===== src/rtl/user_io_pkg.sv =====
// Shared constants, register offsets and FSM state type for the user_io GPIO controller.
package user_io_pkg;

    localparam int NUM_IO_DFLT = 38;

    localparam logic [7:0] OFF_OUT_LO = 8'h00;
    localparam logic [7:0] OFF_OUT_HI = 8'h04;
    localparam logic [7:0] OFF_OEB_LO = 8'h08;
    localparam logic [7:0] OFF_OEB_HI = 8'h0C;
    localparam logic [7:0] OFF_IN_LO  = 8'h10;
    localparam logic [7:0] OFF_IN_HI  = 8'h14;
    localparam logic [7:0] OFF_IE_LO  = 8'h18;
    localparam logic [7:0] OFF_IE_HI  = 8'h1C;
    localparam logic [7:0] OFF_IS_LO  = 8'h20;
    localparam logic [7:0] OFF_IS_HI  = 8'h24;

    localparam logic [31:0] OEB_RST = 32'hFFFF_FFFF;

    typedef enum logic {
        ST_IDLE = 1'b0,
        ST_ACK  = 1'b1
    } state_e;

    // Expand Wishbone byte enables into a 32-bit bit mask.
    function automatic logic [31:0] sel_mask(input logic [3:0] sel);
        return {{8{sel[3]}}, {8{sel[2]}}, {8{sel[1]}}, {8{sel[0]}}};
    endfunction

endpackage


===== src/rtl/user_io_ctrl_sync.sv =====
// Two-flop synchroniser for asynchronous pad inputs plus a history flop
// that turns the synchronised value into a one-cycle rising-edge vector.
module io_sync_edge #(
    parameter int W = 38
) (
    input  logic         clk_i,
    input  logic         rst_ni,
    input  logic [W-1:0] d_i,
    output logic [W-1:0] sync_o,
    output logic [W-1:0] rise_o
);

    logic [W-1:0] sync1_q;
    logic [W-1:0] sync2_q;
    logic [W-1:0] prev_q;

    // Synchroniser chain and previous-value flop.
    always_ff @(posedge clk_i) begin
        if (!rst_ni) begin
            sync1_q <= {W{1'b0}};
            sync2_q <= {W{1'b0}};
            prev_q  <= {W{1'b0}};
        end else begin
            sync1_q <= d_i;
            sync2_q <= sync1_q;
            prev_q  <= sync2_q;
        end
    end

    assign sync_o = sync2_q;
    assign rise_o = sync2_q & ~prev_q;

endmodule


===== src/rtl/user_io_ctrl.sv =====
// Wishbone-slave GPIO controller for the 38 user pads: output/enable
// registers, synchronised inputs, rising-edge interrupt status and IRQ.
module user_io_ctrl
    import user_io_pkg::*;
#(
    parameter logic [31:0] BASE_ADDR = 32'h3000_0000,
    parameter int          NUM_IO    = NUM_IO_DFLT
) (
    input  logic              wb_clk_i,
    input  logic              wb_rst_ni,
    input  logic              wbs_cyc_i,
    input  logic              wbs_stb_i,
    input  logic              wbs_we_i,
    input  logic [3:0]        wbs_sel_i,
    input  logic [31:0]       wbs_adr_i,
    input  logic [31:0]       wbs_dat_i,
    output logic              wbs_ack_o,
    output logic [31:0]       wbs_dat_o,
    input  logic [NUM_IO-1:0] io_in,
    output logic [NUM_IO-1:0] io_out,
    output logic [NUM_IO-1:0] io_oeb,
    output logic [2:0]        user_irq
);

    localparam int HI_W = NUM_IO - 32;
    localparam int PAD  = 32 - HI_W;

    state_e          state_q;
    logic            ack_q;
    logic [31:0]     dat_q;
    logic [31:0]     out_lo_q, out_lo_d, oeb_lo_q, oeb_lo_d;
    logic [31:0]     ie_lo_q, ie_lo_d, is_lo_q, is_lo_d;
    logic [HI_W-1:0] out_hi_q, out_hi_d, oeb_hi_q, oeb_hi_d;
    logic [HI_W-1:0] ie_hi_q, ie_hi_d, is_hi_q, is_hi_d;

    logic [NUM_IO-1:0] sync_s;
    logic [NUM_IO-1:0] rise_s;
    logic              hit_s, acc_s, wr_s;
    logic [7:0]        off_s;
    logic [31:0]       mask_s, rdata_s, w1c_lo_s;
    logic [HI_W-1:0]   mask_hi_s, dat_hi_s, w1c_hi_s;
    logic              unused_s;

    io_sync_edge #(.W(NUM_IO)) u_sync (
        .clk_i  (wb_clk_i),
        .rst_ni (wb_rst_ni),
        .d_i    (io_in),
        .sync_o (sync_s),
        .rise_o (rise_s)
    );

    assign hit_s     = wbs_cyc_i & wbs_stb_i & (wbs_adr_i[31:8] == BASE_ADDR[31:8]);
    assign acc_s     = hit_s & (state_q == ST_IDLE);
    assign wr_s      = acc_s & wbs_we_i;
    assign off_s     = {wbs_adr_i[7:2], 2'b00};
    assign mask_s    = sel_mask(wbs_sel_i);
    assign mask_hi_s = mask_s[HI_W-1:0];
    assign dat_hi_s  = wbs_dat_i[HI_W-1:0];
    assign unused_s  = ^wbs_adr_i[1:0];

    // Read mux over the current register state; unmapped offsets read zero.
    always_comb begin
        rdata_s = 32'h0;
        case (off_s)
            OFF_OUT_LO: rdata_s = out_lo_q;
            OFF_OUT_HI: rdata_s = {{PAD{1'b0}}, out_hi_q};
            OFF_OEB_LO: rdata_s = oeb_lo_q;
            OFF_OEB_HI: rdata_s = {{PAD{1'b0}}, oeb_hi_q};
            OFF_IN_LO:  rdata_s = sync_s[31:0];
            OFF_IN_HI:  rdata_s = {{PAD{1'b0}}, sync_s[NUM_IO-1:32]};
            OFF_IE_LO:  rdata_s = ie_lo_q;
            OFF_IE_HI:  rdata_s = {{PAD{1'b0}}, ie_hi_q};
            OFF_IS_LO:  rdata_s = is_lo_q;
            OFF_IS_HI:  rdata_s = {{PAD{1'b0}}, is_hi_q};
            default:    rdata_s = 32'h0;
        endcase
    end

    // Register next-state: byte-masked writes, W1C on status, edges win over clears.
    always_comb begin
        out_lo_d = out_lo_q;
        out_hi_d = out_hi_q;
        oeb_lo_d = oeb_lo_q;
        oeb_hi_d = oeb_hi_q;
        ie_lo_d  = ie_lo_q;
        ie_hi_d  = ie_hi_q;
        w1c_lo_s = 32'h0;
        w1c_hi_s = {HI_W{1'b0}};
        if (wr_s) begin
            case (off_s)
                OFF_OUT_LO: out_lo_d = (out_lo_q & ~mask_s) | (wbs_dat_i & mask_s);
                OFF_OUT_HI: out_hi_d = (out_hi_q & ~mask_hi_s) | (dat_hi_s & mask_hi_s);
                OFF_OEB_LO: oeb_lo_d = (oeb_lo_q & ~mask_s) | (wbs_dat_i & mask_s);
                OFF_OEB_HI: oeb_hi_d = (oeb_hi_q & ~mask_hi_s) | (dat_hi_s & mask_hi_s);
                OFF_IE_LO:  ie_lo_d  = (ie_lo_q & ~mask_s) | (wbs_dat_i & mask_s);
                OFF_IE_HI:  ie_hi_d  = (ie_hi_q & ~mask_hi_s) | (dat_hi_s & mask_hi_s);
                OFF_IS_LO:  w1c_lo_s = wbs_dat_i & mask_s;
                OFF_IS_HI:  w1c_hi_s = dat_hi_s & mask_hi_s;
                default:    w1c_lo_s = 32'h0;
            endcase
        end else begin
            w1c_lo_s = 32'h0;
        end
        is_lo_d = (is_lo_q & ~w1c_lo_s) | rise_s[31:0];
        is_hi_d = (is_hi_q & ~w1c_hi_s) | rise_s[NUM_IO-1:32];
    end

    // Bus FSM with registered ack/read data, plus register file update.
    always_ff @(posedge wb_clk_i) begin
        if (!wb_rst_ni) begin
            state_q  <= ST_IDLE;
            ack_q    <= 1'b0;
            dat_q    <= 32'h0;
            out_lo_q <= 32'h0;
            out_hi_q <= {HI_W{1'b0}};
            oeb_lo_q <= OEB_RST;
            oeb_hi_q <= OEB_RST[HI_W-1:0];
            ie_lo_q  <= 32'h0;
            ie_hi_q  <= {HI_W{1'b0}};
            is_lo_q  <= 32'h0;
            is_hi_q  <= {HI_W{1'b0}};
        end else begin
            out_lo_q <= out_lo_d;
            out_hi_q <= out_hi_d;
            oeb_lo_q <= oeb_lo_d;
            oeb_hi_q <= oeb_hi_d;
            ie_lo_q  <= ie_lo_d;
            ie_hi_q  <= ie_hi_d;
            is_lo_q  <= is_lo_d;
            is_hi_q  <= is_hi_d;
            case (state_q)
                ST_IDLE: begin
                    if (acc_s) begin
                        state_q <= ST_ACK;
                        ack_q   <= 1'b1;
                        dat_q   <= wbs_we_i ? 32'h0 : rdata_s;
                    end else begin
                        ack_q   <= 1'b0;
                    end
                end
                ST_ACK: begin
                    state_q <= ST_IDLE;
                    ack_q   <= 1'b0;
                end
                default: begin
                    state_q <= ST_IDLE;
                    ack_q   <= 1'b0;
                end
            endcase
        end
    end

    assign wbs_ack_o = ack_q;
    assign wbs_dat_o = dat_q;
    assign io_out    = {out_hi_q, out_lo_q};
    assign io_oeb    = {oeb_hi_q, oeb_lo_q};
    assign user_irq  = {2'b00, |({is_hi_q, is_lo_q} & {ie_hi_q, ie_lo_q})};

endmodule


===== config.mk =====
export PLATFORM = sky130hd
export DESIGN_NAME = user_io_ctrl
export DESIGN_NICKNAME = d
export VERILOG_FILES = /design/src/rtl/user_io_pkg.sv /design/src/rtl/user_io_ctrl_sync.sv /design/src/rtl/user_io_ctrl.sv
export SDC_FILE = /design/constraint.sdc
export NUM_CORES = 1
export LEC_CHECK = 0
export ABC_AREA = 1
export BUFFER_PORTS_ARGS = -buffer_cell sky130_fd_sc_hd__buf_2
export CAP_MARGIN = 40
export CORE_AREA = 2 2 165 167
export DETAILED_ROUTE_END_ITERATION = 6
export DIE_AREA = 0 0 167 169
export PLACE_DENSITY = 0.71
export SYNTH_ARGS = -nofsm -noshare
export SYNTH_HDL_FRONTEND = slang
export SYNTH_SLANG_ARGS = --single-unit

===== constraint.sdc =====
create_clock -name wb_clk_i -period 2.2 [get_ports wb_clk_i]
set_input_delay 0.44 -clock wb_clk_i [delete_from_list [all_inputs] [get_ports wb_clk_i]]
set_output_delay 0.44 -clock wb_clk_i [all_outputs]
set_load 0.05 [all_outputs]

Yosys cells after proc, flatten, opt, wreduce, memory -nomap -nowiden
Index checks and enable logic that the tools add are counted.

Equality and inequality tests: 10. Mux-type cells: 8. Bitwise logic cells: 30. Reductions and logical operators: 9.

Operators by type and width (number): case mux 32 bit (10 select lines) (1); bitwise AND 32 bit (5); OR 32 bit (4); 2-to-1 mux 32 bit (3); bitwise AND 38 bit (2); inverter 32 bit (2); inverter 38 bit (1); OR reduction 38 bit (1); bitwise AND 6 bit (5); equality test 24 x 22 -> 1 bit, second input constant (1); equality test 6 x 3 -> 1 bit, second input constant (4); OR 6 bit (4); AND reduction 2 bit (7); equality test 6 x 2 -> 1 bit, second input constant (2); equality test 6 x 4 -> 1 bit, second input constant (2); 2-to-1 mux 6 bit (2); inverter 6 bit (2); zero test 8 bit (1); equality test 6 x 1 -> 1 bit, second input constant (1); bitwise AND 1 bit (4); case mux 1 bit (2 select lines) (1); 2-to-1 mux 1 bit (1); inverter 1 bit (1).

Bits in registers: 299. Output and inout bits: 112.

Depth between registers and ports, before layout
Word-level depth: 8. Mapped depth: 12.

Modules after synthesis
From an unflattened synthesis, not the netlist that was laid out.

Cells, all modules: 2025. Area, all modules: 13559.3 um^2.

Modules (own cells, without submodules): user_io_ctrl (instances 1, cells each 1594, area each 10027.1 um^2); io_sync_edge (instances 1, cells each 431, area each 3532.1 um^2).

Worst setup path before layout
OpenSTA, ideal clock, no wires.

Kind: reg2reg. Start point: register ack_q, in the netlist wbs_ack_o. End point: register (tool-made name). Setup time: 134 ps. Data arrival time: 1674 ps. Required time: 2066 ps. Path slack: 393 ps. Stages on the path, launching flop included: 10. Clock period less this slack: 1807 ps. Cells stage by stage: dfxtp_1 nor2_1 nand3_2 nor2_8 nand2_2 nor2_2 buf_6 nand2_2 nand2_1 nand3_1.

RTL lines: start, declared (line user_io_ctrl.sv:29) `logic ack_q;`; start signal, assigned (line user_io_ctrl.sv:112) `ack_q <= 1'b0;`; start signal, assigned (line user_io_ctrl.sv:135) `ack_q <= 1'b1;`; start signal, assigned (line user_io_ctrl.sv:138) `ack_q <= 1'b0;`.

==> summary.txt <==
Clock tree
  • CTS root buffer: clkbuf_16
  • H-Tree Depth: 1
  • Clock sinks: 299
  • CTS tree: yes
  • Clk Latency, worst-skew pair: approximately 0.56 ns
  • Register clock-pin slew on the reported worst setup and hold paths: 0.06 ns
  • CTS max path bufs: 3
  • Num CTS Buffers: 31

Critical path
  • WP data required: around 1.8 ns
  • Crit path top cell by count: nand2_1
  • CP arrival: 1.75 ns
  • Largest fanout on the critical path: 3
  • Critical path, cell by cell: nand2_1 -> nand2_1 -> a211oi_2 -> nand2_1 -> nor2_1 -> nand2_1 -> buf_6
  • Worst path buffer plus inverter count: 1
  • Worst path slowest cell: dfxtp_2
  • Family with the most delay on the worst path: simple AND/OR/NAND/NOR gates
  • CP peak stage delay: roughly 0.34 ns
  • CP Capture Type: output port
  • CP startpoint kind: register
  • WS Path Type: reg -> out

GRT
  • Initial antenna violation count: 1
  • Number of global-route vias before repair: around 11000
  • First-pass GRT wire length: 59200 um
  • Global route overflow: 0
  • Pin count of the biggest net entering global routing: 56
  • GRT Util Overall: 25.7%

Routing
  • Via density: approximately 4.9
  • Drt drc: 0
  • Drt pass-1 iters: 5
  • Initial detailed-routing violation count: 884
  • Remaining antenna violation count after routing: 0
  • Final wirelength: 37300 um
  • Avg WL per Cell: 15.0 um
  • Via count: 12300

Floorplan
  • Die H: 169 um
  • Core Rows: 60
  • Die W: ~170 um
  • # IOs: 223
  • Initial Util: 49.0%
  • Core ar.: 0.0265 mm2
  • Full die area: between 0.02 and 0.03 mm2

Power and ir drop
  • Static Leak: 8.20 nW
  • VDD IR-drop max: around 0.62 mV
  • Cell Pwr Density: about 730 mW/mm2

Placed design
  • I/O Buffers: 218
  • Setup Slack @ Placement: 0.00866 ns
  • Post-DP HPWL: 26200 um
  • Routability cong.: 0.912

Synthesis
  • Post-synth cell types: 32
  • Sequential share of the synthesized area: 46.1%
  • Syn_area_per_cell: about 6.8 um2
  • Post-Synthesis Cell Area: 0.0130 mm2
  • Yosys top cell area share: 46.1%
  • Top cells by area, synth: dfxtp_1 (46%), nand2_1 (15%), inv_1 (9.9%)
  • Syn Inst Count: 1904
  • Ys Warns: 0
  • Leading area contributor after synthesis: dfxtp_1
  • Register bit total from synthesis: approximately 300

Status
  • Outcome: finished clean

Cells and area
  • Area Overhead vs Synth: 20.9%
  • Most frequent cells in the layout: nand2_1 (535), inv_1 (336), dfxtp_1 (293)
  • Final nets: roughly 2200
  • Share of cells above drive strength 1: 17.4%
  • Commonest non-fill, non-tap cell in the layout: nand2_1
  • Layout fillers: between 2000 and 3000

STA
  • Final hold violations: 0
  • Hold_ws: 0.0574 ns
  • Setup violators final: 0
  • Slew headroom: roughly three fifths
  • Final Max Slew Viols: 0
  • Fin crit share: 99.6%
  • RSZ-0062 raised after global routing: true
  • Tmin final: 2.19 ns
  • Highest Clock Rate: ~460 MHz
  • Setup Skew: 0.0156 ns
  • Worst slew pin tran: roughly 0.6 ns
  • Final worst setup slack: just over 0.009 ns

Flow run
  • MaxCap Viol Count: 0

Min path
  • Hold Path Class: in -> reg
per-stage QoR:
stage / cells / total power [W] / util, % / area, um2 / TNS (ns)
3_3_place_gp: 2420 / 0.00630 / 55.0 / 14600 / 0
5_1_grt: 2482 / 0.0119 / 59.2 / 15700 / -0.104
3_5_place_dp: 2420 / 0.00632 / 55.0 / 14600 / 0
4_1_cts: 2480 / 0.0116 / 59.1 / 15700 / -0.0342
6_report: 2483 / 0.0115 / 59.2 / 15700 / 0
2_1_floorplan: 1905 / 0.00604 / - / 13000 / 0
layer usage:
metal  vias up  global-route usage (%)  wire [um]
met2       470                    42.4      17000
li1       6184                       -          -
met5         -                       0          0
met3        70                    3.74       2810
met4         0                    6.71        884
met1      5557                    35.5      16600
synthesized netlist by cell type, drive strengths merged:
cell and count:
nand2 540, inv 346, dfxtp 299, nor2 255, nand3 114, o21bai 88
a21oi 64, clkbuf 49, buf 40, nand4 39, nor3 26, o21ai 18
o22ai 7, or2 6, o21a 5, a211oi 2, a22o 2, a221oi 1
conb 1, nand3b 1, o211ai 1
final cells by class:
type / count / area (um2) / area share [%]
clock inverter: 16 / 151 / 0.964
antenna: 1 / 2.50 / 0.0159
tap: 341 / 427 / 2.72
clock buffer: 42 / 897 / 5.71
multi-input combinational: 1171 / 5330 / 34.0
sequential: 299 / 5990 / 38.2
inverter: 346 / 1300 / 8.27
timing repair buffer: 267 / 1600 / 10.2
final timing paths:
path / start / to / slack (ns) / cells past startpoint
setup / recovery: register / user_irq[0] / 0.009 / 7
hold / removal: io_in[22] / u_sync.sync1_q[22]$_SDFF_PN0_ / 0.06 / 3
setup reg to reg: wbs_ack_o$_SDFF_PP0_ / register / 0.34 / 9
hold reg to reg: u_sync.sync1_q[37]$_SDFF_PN0_ / u_sync.sync_o[37]$_SDFF_PN0_ / 0.41 / 2
worst reg2reg max path, delay by kind of cell, from the launching register on:
| kind | cells | cell delay [ns] |
|---|---|---|
| simple gates | 8 | 1.22 |
| flops | 1 | 0.31 |
| buf+inv | 1 | 0.20 |
repair_timing:
item | in CTS | in global routing
hold buffers | 0 | 0
endpoints found under the setup margin | 1 | 1
gates resized for setup | 14 | 10
pin swaps | 6 | 6
buffers inserted | 2 | 2
power breakdown:
group | internal (W) | switching, W | leakage, nW
Combinational | 0.000216 | 0.000400 | 5.24
Clock | 0.00309 | 0.00218 | 0.524
Sequential | 0.00554 | 0.0000578 | 2.44
cells by family after synthesis:
kind of cell,after synthesis,share of synthesized area [%]
DFF,299,46.1
other,1,0.0289
AOI/OAI and AO/OA,188,9.25
and+or+nand+nor,981,31.4
buffers and inverters,435,13.2
No activity file was read; power rests on OpenSTA's default activity.
